==> src/rtl/regwrite_arbiter_pkg.sv <==
// -----------------------------------------------------------------------------
// regwrite_arbiter_pkg
// Shared definitions for the register-file writeback arbiter:
//   DATA_W / ADDR_W : default data and register-index widths
//   req_id_e        : requester identity (ALU or load unit), also used as the
//                     round-robin pointer encoding
//   ZERO_REG        : index of the hard-wired zero register
//   rr_pick         : round-robin choice when both requesters contend
// -----------------------------------------------------------------------------
package regwrite_arbiter_pkg;

    localparam int DATA_W = 32;
    localparam int ADDR_W = 5;

    typedef enum logic {
        REQ_ALU = 1'b0,
        REQ_MEM = 1'b1
    } req_id_e;

    localparam logic [ADDR_W-1:0] ZERO_REG = 5'd0;

    // Under contention the requester that did not win last time is served.
    function automatic req_id_e rr_pick(input req_id_e last_grant);
        req_id_e pick;
        case (last_grant)
            REQ_ALU: pick = REQ_MEM;
            REQ_MEM: pick = REQ_ALU;
            default: pick = REQ_ALU;
        endcase
        return pick;
    endfunction

endpackage

==> src/rtl/regwrite_arbiter_rr_arbiter2.sv <==
// -----------------------------------------------------------------------------
// rr_arbiter2
// Two-way round-robin grant logic with its pointer register.
//   clock       : rising-edge clock
//   reset       : asynchronous active-low reset
//   i_req_alu   : ALU request valid
//   i_req_mem   : load request valid
//   i_block     : suppress all grants this cycle (stall or flush)
//   o_gnt_alu   : ALU granted this cycle (combinational)
//   o_gnt_mem   : load granted this cycle (combinational)
//   o_last      : requester granted most recently (resets to REQ_MEM so the
//                 first contention goes to the ALU)
// -----------------------------------------------------------------------------
module rr_arbiter2
    import regwrite_arbiter_pkg::*;
(
    input  logic    clock,
    input  logic    reset,
    input  logic    i_req_alu,
    input  logic    i_req_mem,
    input  logic    i_block,
    output logic    o_gnt_alu,
    output logic    o_gnt_mem,
    output req_id_e o_last
);

    req_id_e r_last;
    req_id_e w_pick;

    assign w_pick = rr_pick(r_last);

    // Grant decision; reset is included so no grant is visible while it is held.
    always_comb begin
        o_gnt_alu = 1'b0;
        o_gnt_mem = 1'b0;
        if (!reset || i_block) begin
            o_gnt_alu = 1'b0;
            o_gnt_mem = 1'b0;
        end else begin
            case ({i_req_alu, i_req_mem})
                2'b10:   o_gnt_alu = 1'b1;
                2'b01:   o_gnt_mem = 1'b1;
                2'b11: begin
                    o_gnt_alu = (w_pick == REQ_ALU);
                    o_gnt_mem = (w_pick == REQ_MEM);
                end
                default: begin
                    o_gnt_alu = 1'b0;
                    o_gnt_mem = 1'b0;
                end
            endcase
        end
    end

    // Pointer register: follows the granted requester, holds otherwise.
    always_ff @(posedge clock or negedge reset) begin
        if (!reset) begin
            r_last <= REQ_MEM;
        end else if (o_gnt_alu) begin
            r_last <= REQ_ALU;
        end else if (o_gnt_mem) begin
            r_last <= REQ_MEM;
        end else begin
            r_last <= r_last;
        end
    end

    assign o_last = r_last;

endmodule

==> src/rtl/regwrite_arbiter.sv <==
// -----------------------------------------------------------------------------
// regwrite_arbiter
// Shares one register-file write port between the ALU and the load unit.
// Valid/ready handshake per requester; accepted writes appear on the
// registered write port one cycle later. Writes to x0 complete the handshake
// but never assert the write enable.
//   clock, reset                 : clock, asynchronous active-low reset
//   aluValid/aluAddr/aluData     : ALU writeback request
//   aluReady                     : ALU request accepted this cycle
//   memValid/memAddr/memData     : load writeback request
//   memReady                     : load request accepted this cycle
//   stall                        : freeze, no grants
//   flush                        : discard the staged write, no grants
//   RegWriteControl/Addr/DataIn  : registered register-file write port
//   lastGrant                    : round-robin pointer (0 = ALU, 1 = load)
// -----------------------------------------------------------------------------
module regwrite_arbiter
    import regwrite_arbiter_pkg::*;
#(
    parameter int dataW = DATA_W,
    parameter int addrW = ADDR_W
) (
    input  logic             clock,
    input  logic             reset,
    input  logic             aluValid,
    input  logic [addrW-1:0] aluAddr,
    input  logic [dataW-1:0] aluData,
    output logic             aluReady,
    input  logic             memValid,
    input  logic [addrW-1:0] memAddr,
    input  logic [dataW-1:0] memData,
    output logic             memReady,
    input  logic             stall,
    input  logic             flush,
    output logic             RegWriteControl,
    output logic [addrW-1:0] RegWriteAddr,
    output logic [dataW-1:0] RegDataIn,
    output logic             lastGrant
);

    logic             w_gnt_alu;
    logic             w_gnt_mem;
    logic             w_accept;
    logic [addrW-1:0] w_sel_addr;
    logic [dataW-1:0] w_sel_data;
    req_id_e          w_last;

    logic             r_we;
    logic [addrW-1:0] r_addr;
    logic [dataW-1:0] r_data;

    rr_arbiter2 u_rr_arbiter2 (
        .clock     (clock),
        .reset     (reset),
        .i_req_alu (aluValid),
        .i_req_mem (memValid),
        .i_block   (stall | flush),
        .o_gnt_alu (w_gnt_alu),
        .o_gnt_mem (w_gnt_mem),
        .o_last    (w_last)
    );

    assign aluReady  = w_gnt_alu;
    assign memReady  = w_gnt_mem;
    assign lastGrant = (w_last == REQ_MEM);
    assign w_accept  = w_gnt_alu | w_gnt_mem;

    // Select the write payload of whichever requester holds the grant.
    always_comb begin
        w_sel_addr = aluAddr;
        w_sel_data = aluData;
        if (w_gnt_mem) begin
            w_sel_addr = memAddr;
            w_sel_data = memData;
        end else begin
            w_sel_addr = aluAddr;
            w_sel_data = aluData;
        end
    end

    // Output stage: enable pulses for one cycle per accepted non-x0 write;
    // address and data hold between acceptances.
    always_ff @(posedge clock or negedge reset) begin
        if (!reset) begin
            r_we   <= 1'b0;
            r_addr <= {addrW{1'b0}};
            r_data <= {dataW{1'b0}};
        end else if (flush) begin
            r_we   <= 1'b0;
            r_addr <= r_addr;
            r_data <= r_data;
        end else if (w_accept) begin
            r_we   <= (w_sel_addr != {addrW{1'b0}});
            r_addr <= w_sel_addr;
            r_data <= w_sel_data;
        end else begin
            r_we   <= 1'b0;
            r_addr <= r_addr;
            r_data <= r_data;
        end
    end

    assign RegWriteControl = r_we;
    assign RegWriteAddr    = r_addr;
    assign RegDataIn       = r_data;

endmodule

==> config.mk <==
export PLATFORM = sky130hd
export DESIGN_NAME = regwrite_arbiter
export DESIGN_NICKNAME = d
export VERILOG_FILES = /design/src/rtl/regwrite_arbiter_pkg.sv /design/src/rtl/regwrite_arbiter_rr_arbiter2.sv /design/src/rtl/regwrite_arbiter.sv
export SDC_FILE = /design/constraint.sdc
export NUM_CORES = 1
export LEC_CHECK = 0
export ABC_AREA = 1
export CORE_UTILIZATION = 36
export DETAILED_ROUTE_END_ITERATION = 7
export GPL_TIMING_DRIVEN = 0
export PLACE_DENSITY = 0.78
export SLEW_MARGIN = 10
export SYNTH_ARGS = -nofsm -noshare
export SYNTH_HDL_FRONTEND = slang
export SYNTH_SLANG_ARGS = --single-unit
==> constraint.sdc <==
create_clock -name clock -period 1.75 [get_ports clock]
set_input_delay 0.35 -clock clock [delete_from_list [all_inputs] [get_ports clock]]
set_output_delay 0.35 -clock clock [all_outputs]
set_load 0.02 [all_outputs]
==> flow_metrics.tcl <==
set metrics [dict create \
    clk_latency_ns 0.29 \
    via_per_inst 4.67 \
    dr.pass1.iters 4 \
    drive_above_1_share_pct 11.6 \
    cpMostUsedCell "buf_6" \
    dp_slack_ns -0.907 \
    maxSlewViolCount 0 \
    cts_buffer_depth 2 \
    gp_congestion 0.719 \
    p_leak_nw 1.51 \
    start_kind "input port" \
    synth_top_area_share_pct 50.1 \
    diodes 0 \
    crit_buf_inv 3 \
    synth-seq-area-share_pct 51.5 \
    synth.area.top_cells "dfrtp_1 50%, nand2_1 16%, a31oi_1 11%" \
    cts-root-buf "clkbuf_8" \
    worstPathArrival_ns 1.33 \
    core_um2 5110 \
    antenna_found_initial 0 \
    ir_worst_vdd_uv 458 \
    synthCells 233 \
    overflow 0 \
    avgSynthCellArea_um2 8.15 \
    io_buffers 120 \
    required_ns 1.40 \
    synth_seq_cells 39 \
    vias 2059 \
    path_clk_slew_ns 0.08 \
    grt_pass1_wl_um 8250 \
    ant_nets 0 \
    fin_cells 441 \
    hpwl_um 4000 \
    cp_max_fo 5 \
    track_usage_pct 19.6 \
    grt_start_max_net_pins 22 \
    timing.final.crit_share_pct 96.1 \
    placed_area_um2 3210 \
    synth.cell_area_um2 1900 \
    h-tree-depth 2 \
    cp_top_family "buffers and inverters" \
    synthArstFlopShare_pct 100 \
    drt_iter0_drc 60 \
    cts_buffers 5 \
    hold_viol 0 \
    outcome "completed" \
    cts_tree "done" \
    worst_pin_slew_ns 0.964 \
    synth_ff_type "dfrtp_1" \
    dp_cells 424 \
    setup_ws_ns 0.0684 \
    crit_path_end_kind "output port" \
    wirelength_um 5340 \
    nets 450 \
    die_y_um 74.6 \
    power_mw 3.33 \
    critical_path_class "input port to output port" \
    start_util_pct 37.2 \
    synth_edf_count 0 \
    die_area_um2 5570 \
    crit_chain "clkdlybuf4s50_1 -> nand2_2 -> nand2_4 -> nor2_4 -> buf_6 -> buf_6" \
    rsz0062_at_grt "false" \
    max_stage_delay_ns 0.45 \
    cpMaxStageDelayCell "clkdlybuf4s50_1" \
    max-slew-margin-rel_pct 35.5 \
    post-route-drc-count 0 \
    drv_cap 0 \
    fmax_ghz 0.595 \
    syn_to_final_growth_pct 79.4 \
    placementRows 26 \
    first_global_vias 1856 \
    io_pins 121 \
    synth.distinct_cells 18 \
    hp-class "input port to async pin" \
    routedWlPerCell_um 12.1 \
    fin_area_um2 3410 \
    ys_warn_count 0 \
    post-route-min-period_ns 1.68 \
    finClkSkew_ns 0.00846 \
    fp.dieW_um 74.6 \
    post-synth-top-area-cell "dfrtp_1" \
    finalSetupViolCount 0 \
    synth_fp_nets 313 \
    clock_sinks 39 \
    p_per_area_nw_per_um2 977 \
]
cell usage after synthesis, types with 2 or more instances:
master,instances
nand2_1,80
o21ai_0,7
buf_2,7
nand2_2,3
buf_6,7
nor2_1,39
nand3_1,2
dfrtp_1,38
a31oi_1,32
inv_1,10
layout by cell type (no fill, tap or decap), drive strengths merged:
cell	count
inv	11
bufinv	1
o21bai	1
buf	26
dlymetal6s2s	1
o21ai	8
nand3	2
nand2	84
dlygate4sd2	1
clkinv	1
nor2	40
dfstp	1
clkbuf	6
a31oi	32
a21oi	1
clkdlybuf4s50	115
dlygate4sd3	2
dfrtp	38
flip-flops by register name (all words and copies together) (netlist names):
| register | count |
|---|---|
| RegDataIn | 32 |
| RegWriteAddr | 5 |
| RegWriteControl | 1 |
| u_rr_arbiter2.o_last | 1 |
where the power goes:
part           internal [mW]  switching [mW]  leakage [nW]  total, mW
clock                  0.461           0.312        0.0612      0.773
combinational          0.697           0.610          1.01       1.31
sequential              1.13           0.118         0.443       1.25
total                   2.29            1.04          1.51       3.33
final cells by class:
cell class                 count  area [um2]
fill                         433        1700
timing repair buffer         130        1300
buffer                        15         128
inverter                      11        41.3
multi-input combinational    168         758
clock inverter                 2        35.0
sequential                    39         977
clock buffer                   6        82.6
tap                           70        87.6
through the flow:
stage / hold WS (ns) / utilization (%) / TNS, ns
floorplan: 0.0544 / - / 0
global placement: 0.471 / 62.4 / -96.56
detailed placement: 0.363 / 62.8 / -10.57
CTS: 0.118 / 65.7 / -0.0391
global route: 0.113 / 66.7 / 0
finish: 0.131 / 66.7 / 0
per-layer routing:
layer	vias up	routed length [um]	GRT usage, %
li1	1026	-	-
met1	957	2170	22.8
met2	70	2700	34.5
met3	6	407	6.43
met4	0	55	5.24
met5	-	0	0
final timing paths:
path | from | cells past startpoint | slack (ns) | endpoint
min in group clock | RegWriteAddr[1]$_DFFE_PN0P_ | 2 | 0.49 | RegWriteAddr[1]$_DFFE_PN0P_
worst min register to register | RegWriteAddr[1]$_DFFE_PN0P_ | 2 | 0.49 | RegWriteAddr[1]$_DFFE_PN0P_
worst max-delay path | aluValid | 6 | 0.07 | memReady
max in group asynchronous | reset | 2 | 0.36 | RegDataIn[1]$_DFFE_PN0P_
worst min-delay path | reset | 2 | 0.13 | u_rr_arbiter2.o_last$_DFFE_PN1N_
worst max register to register | u_rr_arbiter2.o_last$_DFFE_PN1N_ | 5 | 0.25 | RegDataIn[29]$_DFFE_PN0P_
logic make-up after synthesis:
family                 Yosys count  synth area share [%]
AND/OR/NAND/NOR                126                  26.2
buffers and inverters           26                  8.57
AO/OA/AOI/OAI                   42                  13.7
flip-flops                      39                  51.5
repair_timing:
| item | in CTS | in global routing |
|---|---|---|
| buffers inserted | 1 | 6 |
| hold buffers | 2 | 0 |
| pin swaps | 1 | 3 |
| cloned | 0 | 0 |
| endpoints found under the hold margin | 21 | 0 |
| resized for setup | 13 | 2 |
| endpoints found under the setup margin | 5 | 2 |
Power figures use the tool's default switching activity.
